==> config.mk <==
export PLATFORM = sky130hd
export DESIGN_NAME = mem_access
export DESIGN_NICKNAME = d
export VERILOG_FILES = /design/src/rtl/mem_access.sv
export SDC_FILE = /design/constraint.sdc
export NUM_CORES = 1
export LEC_CHECK = 0
export ABC_AREA = 1
export CAP_MARGIN = 20
export CORE_MARGIN = 4
export CORE_UTILIZATION = 50
export CTS_CLUSTER_DIAMETER = 30
export CTS_CLUSTER_SIZE = 24
export DETAILED_ROUTE_END_ITERATION = 12
export GPL_TIMING_DRIVEN = 0
export HOLD_SLACK_MARGIN = 0.03
export PLACE_DENSITY = 0.94
export REMOVE_ABC_BUFFERS = 1
export SLEW_MARGIN = 20
export SYNTH_ARGS = -nofsm -noshare
export SYNTH_HDL_FRONTEND = slang
export SYNTH_SLANG_ARGS = --single-unit
==> constraint.sdc <==
create_clock -name CLK -period 10.52 [get_ports CLK]
set_input_delay 1.578 -clock CLK [delete_from_list [all_inputs] [get_ports CLK]]
set_output_delay 1.578 -clock CLK [all_outputs]
set_load 0.005 [all_outputs]
==> src/rtl/mem_access.sv <==
// MEM stage: runs EX_MEM loads/stores on the AHB-Lite data port and registers MEM_WB.
// Optional macro MEM_ACCESS_MISALIGN_TRAP_EN traps misaligned accesses instead of aligning them.
module mem_access #(
    parameter logic [31:0] RESET_PC = 32'h8000_0000
) (
    input  logic        CLK,
    input  logic        RES,
    input  logic [31:0] EX_MEM_pc,
    input  logic [31:0] EX_MEM_inst,
    input  logic [31:0] EX_MEM_alu,
    input  logic [31:0] EX_MEM_rs2,
    input  logic [4:0]  EX_MEM_rd,
    input  logic        EX_MEM_is_load,
    input  logic        EX_MEM_is_store,
    input  logic        EX_MEM_is_jal,
    input  logic        EX_MEM_is_jalr,
    output logic [31:0] HADDR_D,
    output logic [1:0]  HTRANS_D,
    output logic        HWRITE_D,
    output logic [2:0]  HSIZE_D,
    output logic [31:0] HWDATA_D,
    input  logic [31:0] HRDATA_D,
    input  logic        HREADY_D,
    input  logic        HRESP_D,
    output logic        mem_stall,
    output logic        bus_err,
    output logic [31:0] MEM_WB_pc,
    output logic [31:0] MEM_WB_inst,
    output logic [4:0]  MEM_WB_rd,
    output logic        MEM_WB_we,
    output logic [31:0] MEM_WB_wdata,
    output logic        misalign_exc,
    output logic [31:0] misalign_addr
);
    typedef enum logic [1:0] {S_IDLE, S_DATA, S_ERR} state_t;
    state_t state, state_nxt;

    function automatic logic [31:0] load_extract(input logic [31:0] rdata,
                                                 input logic [1:0] lo,
                                                 input logic [2:0] f3);
        logic [7:0]  b;
        logic [15:0] h;
        b = rdata[8*lo +: 8];
        h = lo[1] ? rdata[31:16] : rdata[15:0];
        case (f3)
            3'b000:  load_extract = {{24{b[7]}}, b};
            3'b001:  load_extract = {{16{h[15]}}, h};
            3'b100:  load_extract = {24'd0, b};
            3'b101:  load_extract = {16'd0, h};
            default: load_extract = rdata;
        endcase
    endfunction

    function automatic logic wb_enable(input logic [31:0] inst, input logic [4:0] rd,
                                       input logic store);
        wb_enable = (rd != 5'd0) && !store && (inst[6:0] != 7'b1100011) && (inst != 32'd0);
    endfunction

    // Address-phase decode, straight off EX_MEM
    logic [2:0]  funct3_p0;
    logic        mem_op_p0, misalign_p0, trap_p0, start_p0;
    logic [31:0] haddr_p0, lane_p0;

    assign funct3_p0   = EX_MEM_inst[14:12];
    assign mem_op_p0   = EX_MEM_is_load | EX_MEM_is_store;
    assign misalign_p0 = ((funct3_p0[1:0] == 2'b01) && EX_MEM_alu[0]) ||
                         ((funct3_p0[1:0] == 2'b10) && (EX_MEM_alu[1:0] != 2'b00));
    assign haddr_p0    = (funct3_p0[1:0] == 2'b01) ? {EX_MEM_alu[31:1], 1'b0} :
                         (funct3_p0[1:0] == 2'b10) ? {EX_MEM_alu[31:2], 2'b00} : EX_MEM_alu;
    assign lane_p0     = (funct3_p0[1:0] == 2'b00) ? {4{EX_MEM_rs2[7:0]}} :
                         (funct3_p0[1:0] == 2'b01) ? {2{EX_MEM_rs2[15:0]}} : EX_MEM_rs2;

`ifdef MEM_ACCESS_MISALIGN_TRAP_EN
    assign trap_p0       = mem_op_p0 & misalign_p0;
    assign misalign_exc  = trap_p0 && (state == S_IDLE) && !RES;
    assign misalign_addr = misalign_exc ? EX_MEM_alu : 32'd0;
`else
    assign trap_p0       = 1'b0;
    assign misalign_exc  = 1'b0;
    assign misalign_addr = 32'd0;
`endif

    assign start_p0 = (state == S_IDLE) && mem_op_p0 && !trap_p0 && !RES;

    // Data-phase context captured at the address phase
    logic [1:0]  addr_lo_p1;
    logic [2:0]  funct3_p1;
    logic [4:0]  rd_p1;
    logic [31:0] inst_p1, pc_p1, alu_p1, lane_p1;
    logic        is_load_p1, is_store_p1;

    always_ff @(posedge CLK) begin
        if (start_p0) begin
            addr_lo_p1  <= EX_MEM_alu[1:0];
            funct3_p1   <= funct3_p0;
            rd_p1       <= EX_MEM_rd;
            inst_p1     <= EX_MEM_inst;
            pc_p1       <= EX_MEM_pc;
            alu_p1      <= EX_MEM_alu;
            lane_p1     <= lane_p0;
            is_load_p1  <= EX_MEM_is_load;
            is_store_p1 <= EX_MEM_is_store;
        end
    end

    always_ff @(posedge CLK) begin
        if (RES) state <= S_IDLE;
        else     state <= state_nxt;
    end

    always_comb begin
        state_nxt = state;
        HADDR_D   = 32'd0;
        HTRANS_D  = 2'b00;
        HWRITE_D  = 1'b0;
        HSIZE_D   = 3'd0;
        HWDATA_D  = 32'd0;
        mem_stall = 1'b0;
        bus_err   = 1'b0;
        if (!RES) begin
            case (state)
                S_IDLE: if (start_p0) begin
                    HTRANS_D  = 2'b10;
                    HADDR_D   = haddr_p0;
                    HWRITE_D  = EX_MEM_is_store;
                    HSIZE_D   = {1'b0, funct3_p0[1:0]};
                    mem_stall = 1'b1;
                    state_nxt = S_DATA;
                end
                S_DATA: begin
                    HWDATA_D = lane_p1;
                    if (HRESP_D) begin
                        mem_stall = 1'b1;
                        state_nxt = S_ERR;
                    end else if (HREADY_D) begin
                        state_nxt = S_IDLE;
                    end else begin
                        mem_stall = 1'b1;
                    end
                end
                S_ERR: begin
                    bus_err   = 1'b1;
                    state_nxt = S_IDLE;
                end
                default: state_nxt = S_IDLE;
            endcase
        end
    end

    // MEM_WB register: bubble while stalled, else the finished access or pass-through
    always_ff @(posedge CLK) begin
        if (RES) begin
            MEM_WB_pc    <= RESET_PC;
            MEM_WB_inst  <= 32'd0;
            MEM_WB_rd    <= 5'd0;
            MEM_WB_we    <= 1'b0;
            MEM_WB_wdata <= 32'd0;
        end else if (mem_stall) begin
            MEM_WB_inst  <= 32'd0;
            MEM_WB_rd    <= 5'd0;
            MEM_WB_we    <= 1'b0;
            MEM_WB_wdata <= 32'd0;
        end else if (state == S_IDLE) begin
            MEM_WB_pc    <= EX_MEM_pc;
            MEM_WB_inst  <= EX_MEM_inst;
            MEM_WB_rd    <= EX_MEM_rd;
            MEM_WB_we    <= wb_enable(EX_MEM_inst, EX_MEM_rd, EX_MEM_is_store) & !trap_p0;
            MEM_WB_wdata <= (EX_MEM_is_jal | EX_MEM_is_jalr) ? EX_MEM_pc + 32'd4 : EX_MEM_alu;
        end else begin
            MEM_WB_pc    <= pc_p1;
            MEM_WB_inst  <= inst_p1;
            MEM_WB_rd    <= rd_p1;
            MEM_WB_we    <= wb_enable(inst_p1, rd_p1, is_store_p1) & (state == S_DATA);
            MEM_WB_wdata <= is_load_p1 ? load_extract(HRDATA_D, addr_lo_p1, funct3_p1) : alu_p1;
        end
    end
endmodule

=== Word-level counts from Yosys, hierarchy flattened ===
Index checks and enable logic that the tools add are counted.

* Flip-flop bits (word level): 244
* Input port bits: 173
* Output and inout port bits: 207
* Word-level logic and storage cells: 89

* Add/sub/neg operators: 1
* Equal/unequal tests: 11
* Shift operators: 1
* Mux-type cells: 38
* Bitwise gates (word level): 3
* Reduce and logical (&&, ||, !) cells: 20

{| class="wikitable"
|+ Operators with widths
! operator !! count
|-
| 32-bit 2-to-1 mux || 12
|-
| 32-bit one-hot mux with 4 select lines || 1
|-
| 32-bit nonzero test || 2
|-
| 32-bit by 3-bit adder with 32-bit output, second input constant || 1
|-
| 32-bit by 6-bit indexed part select with 8-bit output || 1
|-
| 2-bit 2-to-1 mux || 11
|-
| 16-bit 2-to-1 mux || 1
|-
| 7-bit inequality test, second input constant || 2
|-
| 1-bit 2-to-1 mux || 10
|-
| 5-bit nonzero test || 2
|-
| 1-bit logical AND || 8
|-
| 3-bit equality test, second input constant || 2
|-
| 5-bit 2-to-1 mux || 1
|-
| 2-bit by 1-bit equality test with 1-bit output, second input constant || 2
|-
| 2-bit equality test, second input constant || 2
|-
| 2-bit zero test || 2
|-
| 2-bit one-hot mux with 2 select lines || 1
|-
| 3-bit by 1-bit equality test with 1-bit output, second input constant || 1
|-
| 1-bit zero test || 3
|-
| 3-bit zero test || 1
|-
| 3-bit inequality test, second input constant || 1
|-
| 2-bit inequality test, second input constant || 1
|-
| 1-bit OR || 2
|-
| 1-bit one-hot mux with 2 select lines || 1
|-
| other kinds (3) || 3
|}

=== Longest topological paths before layout ===
* Depth in word-level cells: 7
* Gate-level depth with buffers: 11
* Mapped depth without buffers: 11

=== Worst setup path before layout ===
OpenSTA, ideal clock, no wires.

* Kind: input-to-reg
* Start: input port RES
* End: register addr_lo_p1[0], enable pin
* Setup time: 0.488 ns
* Arrival time: 4.788 ns
* Required time: 10.032 ns
* Setup slack: 5.244 ns
* Cell stages on the path: 5
* Buffers on the path: 2
* Path through: inv_1 nand3_1 buf_2 buf_2 inv_1

* Cells in the longest elaborated chain, start to end: 2

{| class="wikitable"
|+ RTL lines
! what !! line !! text
|-
| from (decl) || 7 || <nowiki>input logic RES,</nowiki>
|-
| 1-bit zero test || -- ||
|-
| 1-bit logical AND || 83 || <nowiki>assign start_p0 = (state == S_IDLE) && mem_op_p0 && !trap_p0 && !RES;</nowiki>
|-
| to (signal assigned) || 94 || <nowiki>addr_lo_p1 <= EX_MEM_alu[1:0];</nowiki>
|-
| to (decl) || 86 || <nowiki>logic [1:0] addr_lo_p1;</nowiki>
|}

Every way passes these cells.
A chain may end at the register's enable or synchronous reset.

=== Worst setup path in the final report ===
* Start: input port RES
* End: output port mem_stall

* Cells in the longest elaborated chain, start to end: 5

{| class="wikitable"
|+ RTL lines
! what !! line !! text
|-
| 1-bit zero test || -- ||
|-
| 1-bit logical AND || 83 ||
|-
| 1-bit 2-to-1 mux || 122 || <nowiki>S_IDLE: if (start_p0) begin</nowiki>
|-
| 1-bit one-hot mux with 2 select lines || 121 || <nowiki>case (state)</nowiki>
|-
| 1-bit 2-to-1 mux * || 120 || <nowiki>if (!RES) begin</nowiki>
|-
| to (decl) || 25 || <nowiki>output logic mem_stall,</nowiki>
|}

Mark *: on every way between the ends. The rest lies on a longest branch, timed or not.

==> impl_metrics.yaml <==
outcome:
  status: "finished clean"
sta:
  timing.fmax_ghz: 0.161
  setup_viol: 0
  rsz0062_at_grt: "false"
  min_period_over_period: 0.591
  tightest_slew_ps: 1140
  drv_slew: 0
  final.setup_skew_ps: 17.5
  fin_crit_ps: 6210
  maxSlewHeadroom: 0.240
  hold_violations: 0
critical_path:
  cp-end-kind: "output pin"
  cp_common_cell: "clkdlybuf4s50_1"
  reg2reg_to: "MEM_WB_wdata[2]$_SDFF_PP0_"
  critical_path_class: "input port to output pin"
  required_ps: 8940
  crit_family: "buffers and inverters"
  worstPathArrival_ps: 4630
  cp_max_fo: 38
  r2r_cells: 9
  slowest_stage: "clkdlybuf4s50_1"
  r2r-start: "state[0]$_SDFFE_PP0P_"
  worst-path-buf-inv: 4
  reg2reg_slack_ps: 7080
  cp_slowest_stage_delay_ps: 620
  worstPathCellList: "clkdlybuf4s50_1, inv_1, nand3_4, nand2_1, nand2_2, inv_2, clkdlybuf4s50_1"
  critical_path.startpoint_type: "input port"
pwr:
  power_mw: 3.20
  power_frac_comb: 0.161
  clkPwrFrac: 0.492
  p_per_area_nw_per_um2: 188
  ir_drop_mv: 0.151
  p_int_mw: 2.32
  p_sw_frac: 0.275
  power_leakage_nw: 7.12
  p_sw_mw: 0.880
  sequentialPowerShare: 0.348
layout:
  final_area_sq_um: 17000
  drive_gt1_frac: 0.0805
  syn_to_final_growth_pct: 45.1
  fin_nets: 1972
  fill_cells: 1486
  antenna_cells: 0
grt:
  grt_overflow_total: 0
  grt_antenna_before_repair: 1
  grt_pass1_wl_microns: 66000
  grt_start_max_net_pins: 84
  grt_usage: 0.322
  grt_pass1_vias: 11748
logic_synthesis:
  synthTopCellsByArea: "edfxtp_1, dfxtp_1, nand2_1"
  syn_inst: 1462
  synth_top_cell_by_area: "edfxtp_1"
  synth_top_cell_area_share: 0.346
  yosysUniqueCellTypes: 41
  ys_seq_area_frac: 0.523
  ys_warn_count: 0
  syn_area_sq_um: 11700
  synth_edf_count: 135
  synthFlopType: "edfxtp_1"
  synthArstFlopShare: 0
  ys_seq_elements: 239
  avgSynthCellArea_sq_um: 8.02
route:
  dr.first_iter.drc_count: 1287
  via_count: 11930
  wirelength_microns: 43800
  post-route-drc-count: 0
  firstDrtPassIters: 8
  wl_per_cell_microns: 20.4
  antenna_left: 0
  via_per_inst: 5.54
clocking:
  cts_resized: 0
  path_clk_slew_ps: 50
  cts_buffers: 50
  cts_setup_buffers: 0
  cts_hold_buf: 0
  clkLatencyLatePin_ps: 540
  cts_root_buf: "clkbuf_16"
  clock-sinks: 239
  htree_num_levels: 2
  clk_path_buf_depth: 3
  cts_tree: "built"
run:
  drv_cap: 0
worst_hold_path:
  min_path_cells: 2
  hold_path_class: "register to register"
  hp-start: "MEM_WB_pc[4]$_SDFFE_PP0N_"
  hold_end: "MEM_WB_pc[4]$_SDFFE_PP0N_"
floorplan:
  dieArea_sq_um: 26000
  fp.coreArea_sq_um: 22800
  num_rows: 55
  die_w_microns: 161
  start_util: 0.513
  ios: 380
  die_h_microns: 161
place:
  place_congestion: 0.944
  detailed_place.area_sq_um: 15300
  dpl.hpwl_microns: 29800
  numPortBuffers: 344
[kinds of logic after synthesis]
logic type,share of synthesized area
fa+ha+maj,0.00107
xor+xnor,0.00299
buf+inv,0.106
flops,0.523
other cells,0.000320
compound gates,0.117
simple gates,0.244
mux,0.00512
[worst reg2reg max path: cells and delay by family (launching register included)]
kind,cells,cell delay [ps]
buffers and inverters,3,650
AO/OA/AOI/OAI,2,250
AND/OR/NAND/NOR,4,2110
flip-flops,1,330
[state kept, by name (all words and copies together) (netlist names)]
name,count
inst_p1,30
funct3_p1,2
pc_p1,32
lane_p1,32
rd_p1,5
MEM_WB_inst,32
MEM_WB_wdata,32
alu_p1,31
MEM_WB_rd,5
MEM_WB_we,1
is_load_p1,1
MEM_WB_pc,32
addr_lo_p1,1
is_store_p1,1
state,2
[worst max path at each step]
stage,from,end,depth (start not counted)
global route,RES,mem_stall,7
floorplan,state[1]$_SDFFE_PP0P_,addr_lo_p1[0]$_DFFE_PN_,3
finish,RES,mem_stall,7
detailed placement,RES,mem_stall,7
global placement,state[1]$_SDFFE_PP0P_,alu_p1[29]$_DFFE_PN_,3
CTS,RES,mem_stall,7
[cells in the final DEF, fill, tap and decap left out, types with 8 or more instances in the layout]
master	count
conb_1	35
inv_2	8
clkdlybuf4s50_1	344
nand3_2	8
a21oi_1	136
nand3_1	56
clkbuf_16	52
nand4_1	12
nor2_1	280
inv_1	147
nand2_1	302
dfxtp_1	104
o21ai_0	97
inv_6	9
edfxtp_1	135
clkinv_4	8
inv_8	8
[Yosys cell counts, types with 2 or more instances]
master / n
nand4_1: 12
buf_4: 42
or2_2: 2
inv_1: 148
o211ai_1: 7
o21a_1: 3
clkinv_1: 2
buf_2: 21
nor2_4: 5
xor2_1: 4
clkbuf_1: 26
clkbuf_8: 2
nand2_4: 2
dfxtp_1: 104
nor2_2: 6
nand3_2: 8
a21oi_2: 7
mux2i_1: 6
nand2_1: 303
buf_6: 7
a31oi_1: 4
o21ai_0: 97
inv_2: 8
nand2_2: 6
edfxtp_1: 135
o31ai_1: 2
nor3_1: 2
a21oi_1: 136
nand3_1: 57
buf_1: 4
o21ai_1: 3
nor2_1: 281
nor4_1: 2
[per-layer routing]
metal	vias to the layer above	global-route usage	part of all wire
met3	156	0.0750	0.11
met2	880	0.559	0.49
met5	-	0	0.00030
met4	2	0.153	0.048
li1	5367	-	-
met1	5525	0.379	0.36
[power groups by stage]
| stage | Sequential, mW | Combinational, mW | Clock, mW |
|---|---|---|---|
| 3_3_place_gp | 1.13 | 0.484 | 0 |
| 6_report | 1.11 | 0.514 | 1.57 |
| 5_1_grt | 1.12 | 0.552 | 1.63 |
| 2_1_floorplan | 1.13 | 0.207 | 0 |
| 3_5_place_dp | 1.13 | 0.497 | 0 |
| 4_1_cts | 1.11 | 0.508 | 1.58 |
[layout make-up]
cell class	instances	area [sq um]	share of cell area
inverters	158	601	0.0353
repair buffers	353	3670	0.216
clock buffers	58	1340	0.0790
multi-input cells	996	4500	0.265
clock inverters	35	362	0.0213
flip-flops and latches	239	6140	0.361
well taps	313	392	0.0230
[per-stage QoR]
stage	setup TNS [ps]	hold slack, ps	cells	utilization	setup WS [ps]
after floorplan	-74060	452	1393	-	-549
after global placement	-1389820	442	2050	0.658	-6590
after detailed placement	0	449	2058	0.668	4410
after CTS	0	468	2151	0.743	4370
after global routing	0	482	2152	0.744	4150
final	0	467	2152	0.744	4310
No activity file was read; power rests on OpenSTA's default activity.
